==> src/rtl/mmm_iter_scheduler.sv <==
// Sequencer for the 3-word bit-serial Montgomery kernel: runs DW kernel iterations
// (one per bit of X, LSB first), then a final conditional subtraction.
module mmm_iter_scheduler #(
  parameter int unsigned DW      = 6,
  parameter int unsigned W       = 3,
  parameter int unsigned TIMEOUT = 64
) (
  input  logic            clk,
  input  logic            rst,
  input  logic            start,
  input  logic [DW-1:0]   X,
  input  logic [DW-1:0]   Y,
  input  logic [DW-1:0]   M,
  output logic            busy,
  output logic            done,
  output logic            err,
  output logic [DW-1:0]   result,
  output logic            k_rst,
  output logic            k_en1,
  output logic            k_en2,
  output logic            k_xi,
  output logic [DW-1:0]   k_Y,
  output logic [DW-1:0]   k_M,
  output logic [W-1:0]    k_S0,
  output logic [W-1:0]    k_S1,
  output logic [W-1:0]    k_S2,
  input  logic [3*W-1:0]  k_S_new,
  input  logic            k_done
);

  localparam int unsigned SW = 3 * W;
  localparam int unsigned IW = $clog2(DW + 1);
  localparam int unsigned TW = $clog2(TIMEOUT);

  typedef enum logic [2:0] {
    StIdle, StKrst, StKrun, StCapture, StReduce, StDone, StErr
  } state_e;

  state_e          state_q;
  logic [DW-1:0]   x_q, y_q, m_q;
  logic [SW-1:0]   s_acc_q;
  logic [IW-1:0]   iter_q;
  logic [TW-1:0]   wd_q;
  logic            en_q, busy_q, done_q, err_q;
  logic [DW-1:0]   result_q;
  logic            s_ge;

  // Compare at full sum width; the low DW bits of the difference are the answer.
  assign s_ge = (s_acc_q >= {{(SW-DW){1'b0}}, m_q});

  always_ff @(posedge clk) begin
    if (rst) begin
      state_q  <= StIdle;
      x_q      <= '0;
      y_q      <= '0;
      m_q      <= '0;
      s_acc_q  <= '0;
      iter_q   <= '0;
      wd_q     <= '0;
      en_q     <= 1'b0;
      busy_q   <= 1'b0;
      done_q   <= 1'b0;
      err_q    <= 1'b0;
      result_q <= '0;
    end else begin
      unique case (state_q)
        StIdle: begin
          if (start) begin
            x_q     <= X;
            y_q     <= Y;
            m_q     <= M;
            iter_q  <= '0;
            s_acc_q <= '0;
            err_q   <= 1'b0;
            busy_q  <= 1'b1;
            state_q <= StKrst;
          end
        end
        StKrst: begin
          wd_q    <= '0;
          en_q    <= 1'b1;
          state_q <= StKrun;
        end
        StKrun: begin
          if (k_done) begin
            en_q    <= 1'b0;
            state_q <= StCapture;
          end else if (wd_q == TW'(TIMEOUT - 1)) begin
            en_q     <= 1'b0;
            done_q   <= 1'b1;
            err_q    <= 1'b1;
            result_q <= '0;
            state_q  <= StErr;
          end else begin
            wd_q <= wd_q + TW'(1);
          end
        end
        StCapture: begin
          s_acc_q <= k_S_new;
          x_q     <= x_q >> 1;  // next X bit moves to position 0
          iter_q  <= iter_q + IW'(1);
          state_q <= (iter_q == IW'(DW - 1)) ? StReduce : StKrst;
        end
        StReduce: begin
          result_q <= s_ge ? (s_acc_q[DW-1:0] - m_q) : s_acc_q[DW-1:0];
          done_q   <= 1'b1;
          state_q  <= StDone;
        end
        StDone, StErr: begin
          done_q  <= 1'b0;
          busy_q  <= 1'b0;
          state_q <= StIdle;
        end
        default: state_q <= StIdle;
      endcase
    end
  end

  assign k_rst  = rst | (state_q == StKrst);
  assign k_en1  = en_q;
  assign k_en2  = en_q;
  assign k_xi   = x_q[0];
  assign k_Y    = y_q;
  assign k_M    = m_q;
  assign k_S0   = s_acc_q[W-1:0];
  assign k_S1   = s_acc_q[2*W-1:W];
  assign k_S2   = s_acc_q[3*W-1:2*W];
  assign busy   = busy_q;
  assign done   = done_q;
  assign err    = err_q;
  assign result = result_q;

endmodule

==> config.mk <==
export PLATFORM = sky130hd
export DESIGN_NAME = mmm_iter_scheduler
export DESIGN_NICKNAME = d
export VERILOG_FILES = /design/src/rtl/mmm_iter_scheduler.sv
export SDC_FILE = /design/constraint.sdc
export NUM_CORES = 1
export LEC_CHECK = 0
export CAP_MARGIN = 15
export CORE_ASPECT_RATIO = 1.4
export CORE_MARGIN = 2
export CORE_UTILIZATION = 40
export CTS_CLUSTER_DIAMETER = 50
export DETAILED_ROUTE_END_ITERATION = 7
export GPL_TIMING_DRIVEN = 0
export PLACE_DENSITY = 0.71
export SLEW_MARGIN = 20
export SYNTH_ARGS = -nofsm -noshare
export SYNTH_HDL_FRONTEND = slang
export SYNTH_SLANG_ARGS = --single-unit
export TNS_END_PERCENT = 30
==> constraint.sdc <==
create_clock -name clk -period 1.7 [get_ports clk]
set_input_delay 0.34 -clock clk [delete_from_list [all_inputs] [get_ports clk]]
set_output_delay 0.34 -clock clk [all_outputs]
set_load 0.01 [all_outputs]
* Yosys cells after proc, flatten, opt, wreduce, memory -nomap -nowiden *
Cells that the tools add are included.

storage, ports and cells
  bits in registers = 49
  memories = 0
  bits in latches = 0
  bits in writable memories = 0
  ROM bits = 0
  word-level logic and storage cells = 75

operators by class
  shifts and indexed selects = 0
  magnitude comparators = 1
  divide/modulo/power cells = 0
  $mul = 0
  eq/ne operators = 13
  muxes and demuxes = 28
  reduce and logical (&&, ||, !) cells = 17
  add/sub/neg operators = 3
  bitwise gates (word level) = 1

operators with widths
  operator             count
  $mux 6               6
  $pmux 6 s2           3
  $pmux 9 s2           1
  $mux 3               5
  $pmux 3 s5           1
  $eq 3x3->1 const B   4
  $reduce_and 2->1     5
  $reduce_bool 2->1    5
  $ge 9x6->1           1
  $mux 9               1
  $reduce_and 3->1     3
  $ne 2x2->1 const B   4
  $add 6x1->6 const B  1
  $eq 3x2->1 const B   2
  $eq 6x6->1 const B   1
  $mux 1               6
  $pmux 1 s2           3
  $pmux 3 s2           1
  $sub 6x6->6          1
  $reduce_and 4->1     1
  $add 3x1->3 const B  1
  $eq 3x1->1 const B   1
  $logic_not 3->1      1
  $ne 3x3->1 const B   1
  4 further kinds      4

* Logic depth before layout (Yosys ltp) *
  depth after elaboration = 4
  mapped depth = 7
  depth with buffers taken out = 7

* Least setup slack after synthesis *
OpenSTA, ideal clock, no wires.

  kind = reg2reg
  start = register m_q[3] (netlist: k_M[3])
  end = register result_q[2] (netlist: result[2])
  data arrival time = 1.715 ns
  library setup time = 0.122 ns
  setup slack = -0.137 ns
  required time = 1.578 ns
  clock period less this slack = 1.837 ns
  cell stages (with the launch flop) = 7
  cell sequence = dfxtp_1 -> inv_1 -> ha_1 -> and3_1 -> o2111ai_1 -> and2_1 -> a311o_1

on the way
  word-level cells in the longest chain between the ends = 3

RTL lines
  element                   line  source
  start: declaration        40    logic [DW-1:0] x_q, y_q, m_q;
  start signal: assignment  56    m_q <= '0;
  start signal: assignment  71    m_q <= M;
  $ge 9x6->1                49    assign s_ge = (s_acc_q >= {{(SW-DW){1'b0}}, m_q});
  $mux 6                    105   result_q <= s_ge ? (s_acc_q[DW-1:0] - m_q) : s_acc_q[DW-1:0];
  $pmux 6 s2                66    unique case (state_q)
  end signal: assignment    105
  end: declaration          45    logic [DW-1:0] result_q;

No other way between the ends.
A chain may end at the register's enable or synchronous reset.

* Worst setup path in the final report *
  start = register m_q[2] (netlist: k_M[2])
  end = register result_q[2] (netlist: result[2])

on the way
  word-level cells in the longest chain between the ends = 3

RTL lines
  element                                    line
  $ge 9x6->1 or $sub 6x6->6 (tied branches)  49, 105
  $mux 6 (*)                                 105
  $pmux 6 s2 (*)                             66

Every way passes the cells marked *; elsewhere a longest branch is shown, timed or not.

==> results.yml <==
clock_tree:
  cts_num_sinks: 49
  clkTransAtPathRegs_ns: 0.09
  clock-root-buffer: "clkbuf_8"
  clk_path_buf_depth: 2
  htree_levels: 2
  cts_buffers: 5
  cts_tree: "done"
  cts_hold_buffers: 0
  clk_latency_ns: 0.30
sta:
  slew_headroom_pct: 60.0
  tns_ns: -0.00237
  period_share_pct: 100
  hold_slack_ns: 0.458
  skew_ns: 0.00667
  finalHoldViolCount: 0
  period_minus_slack_ns: 1.70
  tightest_slew_ns: 0.600
  setup_violations: 1
  setup_ws_ns: -0.00237
  rsz0062_at_grt: "yes"
  slew_violations: 0
  fmax_mhz: 587
placement:
  gp_congestion: 0.812
  hpwl_um: 4720
  portBuffers: 64
  placed_area_um2: 3210
  dp_slack_ns: -0.606
  dp_cells: 430
worst_setup_path:
  r2r_slack_ns: -0.002
  critPathTopFamily: "compound AO/OA/AOI/OAI gates"
  cp-start-kind: "flip-flop"
  worstSetupPathType: "reg -> reg"
  crit_path_top_delay_cell: "a311o_1"
  critPathMaxStageDelay_ns: 0.35
  required_ns: 1.89
  worstSetupEndpointType: "flip-flop"
  critical_path_arrival_ns: 1.89
  r2r_start: "k_M[2]$_SDFFE_PP0P_"
  crit_buf_inv: 1
  r2r-end: "result[2]$_SDFFE_PP0P_"
  reg2regPathDepth: 6
  path_max_fanout: 5
  crit_path_cell_trace: "inv_1 > ha_4 > a21oi_1 > o221a_4 > and2_4 > a311o_1"
min_path:
  min_from: "x_q[0]$_SDFFE_PP0P_"
  min_to: "x_q[0]$_SDFFE_PP0P_"
  hold_path_class: "reg -> reg"
  min_path_cells: 2
floorplan:
  die_area_um2: 6700
  die_y_um: 96.1
  std_cell_rows: 33
  die_width_um: 69.8
  coreArea_um2: 5860
  start_util_pct: 41.3
  ios: 65
cells_and_area:
  post-route-cell-area_um2: 3570
  fin_nets: 423
  drive_gt1_share_pct: 19.6
  diodes: 0
  syn_to_final_growth_pct: 47.6
  fin_cells: 453
logic_synthesis:
  synth_top_family_by_area: "simple AND/OR/NAND/NOR gates"
  syn-num-nets: 337
  synthCells: 296
  synthTopCellsByArea: "dfxtp_1 41%, a21oi_1 9.3%, nand2_1 7.6%"
  syn_area_um2: 2420
  synth_warnings: 0
  syn_area_per_cell_um2: 8.18
  netlist_top_cells_count: "49 x dfxtp_1, 49 x nand2_1, 45 x a21oi_1"
  synth_compound_area_share_pct: 21.8
  synth_xor_area_share_pct: 1.45
  ys.flop_type: "dfxtp_1"
  synthArstFlopShare_pct: 0
  synth-simple-area-share_pct: 25.3
  synth-seq-area-share_pct: 40.5
  synth_fa_ha_area_share_pct: 5.48
  synth_top_area_share_pct: 40.5
  ys_ff_latch: 49
  ys_types: 52
  yosysTopAreaCell: "dfxtp_1"
  synth-edff-count: 0
  muxShareOfSynthArea_pct: 0.413
grt:
  grt_pass1_wl_um: 10600
  grt_antenna_before_repair: 0
  grt_usage_pct: 19.5
  grt_max_degree: 15
  overflow: 0
  first_global_vias: 2316
route:
  dr.pass1.iters: 4
  wire_per_inst_um: 14.5
  ant_nets: 0
  drt_iter0_markers: 118
  drc: 0
  finalWirelength_um: 6550
  vias: 2445
  via_per_inst: 5.40
outcome:
  status: "complete, but fails checks"
  failed_checks: "negative setup slack"
pwr:
  p_leak_nw: 1.27
  seqPwrFrac_pct: 46.3
  p_per_area_nw_per_um2: 760
  switching_share_pct: 30.0
  p_int_w: 0.00190
  p_clk_share_pct: 25.0
  ir_drop_v: 0.000416
  p_sw_w: 0.000816
  p_comb_share_pct: 28.7
flow_run:
  drv_cap: 0
-- power by group through the flow --
stage / Sequential (W) / Combinational, W / Clock [W]
floorplan: 0.00129 / 0.000383 / 0
detailed placement: 0.00128 / 0.000653 / 0
CTS: 0.00126 / 0.000723 / 0.000702
global route: 0.00127 / 0.000848 / 0.000727
global placement: 0.00128 / 0.000647 / 0
finish: 0.00126 / 0.000779 / 0.000678
-- worst min-delay path: stages, from the launching register on --
cell	delay [ns]
dfxtp_1	0.32
nand2_1	0.05
a21oi_1	0.05
-- flip-flops by register name, indices dropped and copies added, names as in the netlist --
register and count:
s_acc_q 9, k_M 6, k_Y 6, result 6, wd_q 6, x_q 6, iter_q 3, state_q 3
busy 1, done 1, err 1, k_en1 1
-- layout make-up --
class                      instances  area, um^2
tap                               70        87.6
buffer                            18         124
clock buffer                       7        76.3
fill                             554        2290
timing repair buffer              79         756
multi-input combinational        217        1480
clock inverter                     1        7.51
inverter                          12        45.0
sequential                        49        1000
-- repair_timing --
item,4_1_cts,5_1_grt
endpoints found under the setup margin,32,30
buffers inserted,8,7
resized for setup,33,23
pin swaps,6,7
-- layout by cell type (no fill, tap or decap), types with 3 or more instances in the layout --
cell and n:
a21oi_1 44, xnor2_1 3, o31ai_1 3, ha_4 4, o311ai_1 3, a31oi_1 3, clkbuf_1 8, dfxtp_1 34
ha_1 4, and2_1 4, nand4_1 3, a22oi_1 5, nand3_1 14, buf_4 19, a211oi_1 3, clkdlybuf4s50_1 61
nand2b_1 5, nand3b_1 5, nor2_1 16, inv_1 12, o21ai_0 3, clkbuf_8 6, dfxtp_2 14, o21ai_1 3
nand2_1 48
-- logic make-up (layout without fill, tap and decap cells) --
kind of cell	count (synthesis)	count (layout)
flip-flops	49	49
buffers and inverters	30	117
XOR/XNOR	4	4
AO/OA/AOI/OAI	82	82
adder cells (fa/ha/maj)	10	10
AND/OR/NAND/NOR	120	120
multiplexers	1	1
-- through the flow --
| stage | total power, W | utilization [%] |
|---|---|---|
| after floorplan | 0.00167 | - |
| after global placement | 0.00193 | 54.8 |
| after detailed placement | 0.00193 | 54.8 |
| after CTS | 0.00268 | 59.2 |
| after global routing | 0.00284 | 61.0 |
| final | 0.00272 | 61.0 |
-- worst max path at each step --
stage | start | end | slack [ns] | depth (start not counted)
final | k_M[2]$_SDFFE_PP0P_ | result[2]$_SDFFE_PP0P_ | -0.002 | 6
after global routing | k_M[5]$_SDFFE_PP0P_ | result[2]$_SDFFE_PP0P_ | -0.03 | 6
after CTS | state_q[2]$_SDFFE_PP0P_ | k_rst | -0.03 | 5
after detailed placement | rst | k_rst | -0.61 | 4
after global placement | rst | k_rst | -0.60 | 4
after floorplan | k_M[4]$_SDFFE_PP0P_ | result[2]$_SDFFE_PP0P_ | 0.006 | 6
-- per-layer routing --
layer / GRT usage (%) / vias up / wire length (um) / share of wire, %
met5: 0 / - / 0 / 0
met3: 3.46 / 4 / 261 / 4.0
li1: - / 1218 / - / -
met4: 6.09 / 0 / 42 / 0.64
met1: 23.5 / 1166 / 2740 / 42
met2: 35.3 / 57 / 3500 / 53
Note: power is estimated with default switching activity, not from simulation.
==> RTL edit: new RTL, config.mk and constraints unchanged <==
The parameter `TIMEOUT` goes from 64 to 32.
--- a/src/rtl/mmm_iter_scheduler.sv
+++ b/src/rtl/mmm_iter_scheduler.sv
@@ -3,7 +3,7 @@
 module mmm_iter_scheduler #(
   parameter int unsigned DW      = 6,
   parameter int unsigned W       = 3,
-  parameter int unsigned TIMEOUT = 64
+  parameter int unsigned TIMEOUT = 32
 ) (
   input  logic            clk,
   input  logic            rst,
Check against the original RTL: same outputs for any inputs over 10 cycles, from zero or initial values and one cycle with rst high; that may be too few to reach the edited logic, so the function may still have changed.
==> RTL edit against the original RTL <==
  * The run still ends with negative setup slack left
  * Sequential share of layout area decreased by 0.33 points
  * Count of clock-buffer cells in the layout decreased by 1
  * Sequential cell count shrank 1
  * Worst setup slack worse by 330 ps
  * Routed wire length up 2.2%
  * Critical endpoint is now wd_q[3]$_SDFFE_PP0P_
  * Worst hold slack improved by 1.4 ps
  * Fmax is 16% lower
  * Largest cell class unchanged
  * Synthesized area is 5.9% lower
  * Design area is 0.56% lower
  * Non-clock buffer count rose by 2
  * Via count is 2.8% lower
Power is not compared: it rests on default switching activity, and its combinational part moved more than twofold at a synthesized area within 25%.
==> RTL edit: results (changes against the original RTL) <==
Detailed routing
  – Met2 WL: 3530 um (was 3500 um)
  – Wire length on met3: 327 um (was 261 um)
  – Starting DRT DRC Count: 117 (was 118)
  – Wl on met1: 2700 um (was 2740 um)
  – Routed length per placed instance: 15.4 um (was 14.5 um)
  – Vias/cell: 5.46 (was 5.40)

Critical path
  – Delay of the slowest critical-path stage: 520 ps (was 350 ps)
  – Worst path top cell family by delay: simple AND/OR/NAND/NOR gates (was compound AO/OA/AOI/OAI gates)
  – Critical path data arrival time: 2230 ps (was 1890 ps)
  – Critical Path Slowest Stage Cell: or4b_4 (was a311o_1)

Synth
  – Multiplexer share of the synthesized area: 0.879% (was 0.413%)
  – Sequential fraction of the synthesis area: 42.2% (was 40.5%)
  – Top cells by count, synth: 48 x dfxtp_1, 46 x nand2_1, 31 x a21oi_1, 26 x nor2_1, 16 x a22oi_1 (was 49 x dfxtp_1, 49 x nand2_1, 45 x a21oi_1, 18 x nor2_1, 14 x nand3_1)
  – Synth Area in XOR/XNOR: 1.54% (was 1.45%)
  – Adder-Cell Fraction of Synth Area: 6.37% (was 5.48%)
  – Synth unique cells: 46 (was 52)
  – Synth top area cells: dfxtp_1 42%, nand2_1 7.6%, a21oi_1 6.8% (was dfxtp_1 41%, a21oi_1 9.3%, nand2_1 7.6%)
  – Compound-cell area share of the yosys netlist: 20.8% (was 21.8%)
  – Synthesized Nets: 319 (was 337)

Layout
  – Signal buffers share of area: 25.2% (was 24.6%)
  – Non-CTS buffers: 99 (was 97)
  – Clk tree area frac: 2.75% (was 2.35%)
  – Multi-input gates: 202 (was 217)
  – # fillers: 454 (was 554)
  – Clock buffers: 6 (was 7)
  – Inverters: 10 (was 12)
  – Sequential cell area: 985 um^2 (was 1000 um^2)
  – Layout cells sized above 1: 24.8% (was 19.6%)
  – Multi-input gate area: 1450 um^2 (was 1480 um^2)

Placed design
  – Placer Congestion: 0.821 (was 0.812)
  – Place WS: -493 ps (was -606 ps)
  – HPWL after detailed placement: 4300 um (was 4720 um)
  – Placed Instance Area: 3030 um^2 (was 3210 um^2)

Timing
  – Final WS setup: -336 ps (was -2.37 ps)
  – Slew headroom: 50.2% (was 60.0%)
  – Final setup vio count: 11 (was 1)
  – Clock Skew: 5.64 ps (was 6.67 ps)
  – WHS: 460 ps (was 458 ps)
  – Fin Setup TNS: -2010 ps (was -2.37 ps)

Global routing
  – Total Routing Usage GR: 22.7% (was 19.5%)
  – Vias in the first global route: 2385 (was 2316)

Floorplanning
  – Placeable Area: 5490 um^2 (was 5860 um^2)

Run status
  – Failing checks: negative setup slack (unchanged)
  – Status: finished, violations left (unchanged)

Clocking
  – Sink Count: 48 (was 49)
-- RTL edit: cell count changes in the layout (fill, tap and decap cells not counted), sizes merged, moves of 9 or more --
cell / delta
a21oi: -14
a22oi: +11
nand3: -12
nor2: +9
-- RTL edit: power groups by stage --
stage          Sequential (W)  Combinational, W  Clock, W
3_5_place_dp          0.00144           0.00178         0
2_1_floorplan         0.00146           0.00114         0
4_1_cts               0.00142           0.00225  0.000738
3_3_place_gp          0.00144           0.00176         0
6_report              0.00143           0.00242  0.000718
5_1_grt               0.00144           0.00264  0.000779
-- RTL edit: stage by stage --
step / total power, W / std cells
floorplan: 0.00260 / 277
global placement: 0.00320 / 409
detailed placement: 0.00321 / 409
CTS: 0.00441 / 432
global route: 0.00486 / 435
finish: 0.00457 / 435
-- RTL edit: path summary, 6_finish.rpt --
| path | startpoint | endpoint | cells past startpoint |
|---|---|---|---|
| worst max-delay path | wd_q[0]$_SDFFE_PP0P_ | wd_q[3]$_SDFFE_PP0P_ | 8 |
| worst min-delay path | x_q[3]$_SDFFE_PP0P_ | x_q[3]$_SDFFE_PP0P_ | 2 |
| worst max register to register | wd_q[0]$_SDFFE_PP0P_ | wd_q[3]$_SDFFE_PP0P_ | 8 |
| worst min register to register | x_q[3]$_SDFFE_PP0P_ | x_q[3]$_SDFFE_PP0P_ | 2 |
-- RTL edit: per-layer routing --
| metal | vias to the layer above | track usage, % |
|---|---|---|
| li1 | 1148 | - |
| met1 | 1145 | 26.3 |
| met2 | 73 | 40.5 |
| met3 | 10 | 3.97 |
| met4 | 0 | 8.17 |
| met5 | - | 0 |
-- RTL edit: repair_timing --
item	4_1_cts	5_1_grt
resized for setup	68	20
buffers inserted	14	4
gates cloned	1	0
setup endpoints to repair	32	39
pin swaps	21	9
hold buffers	0	0
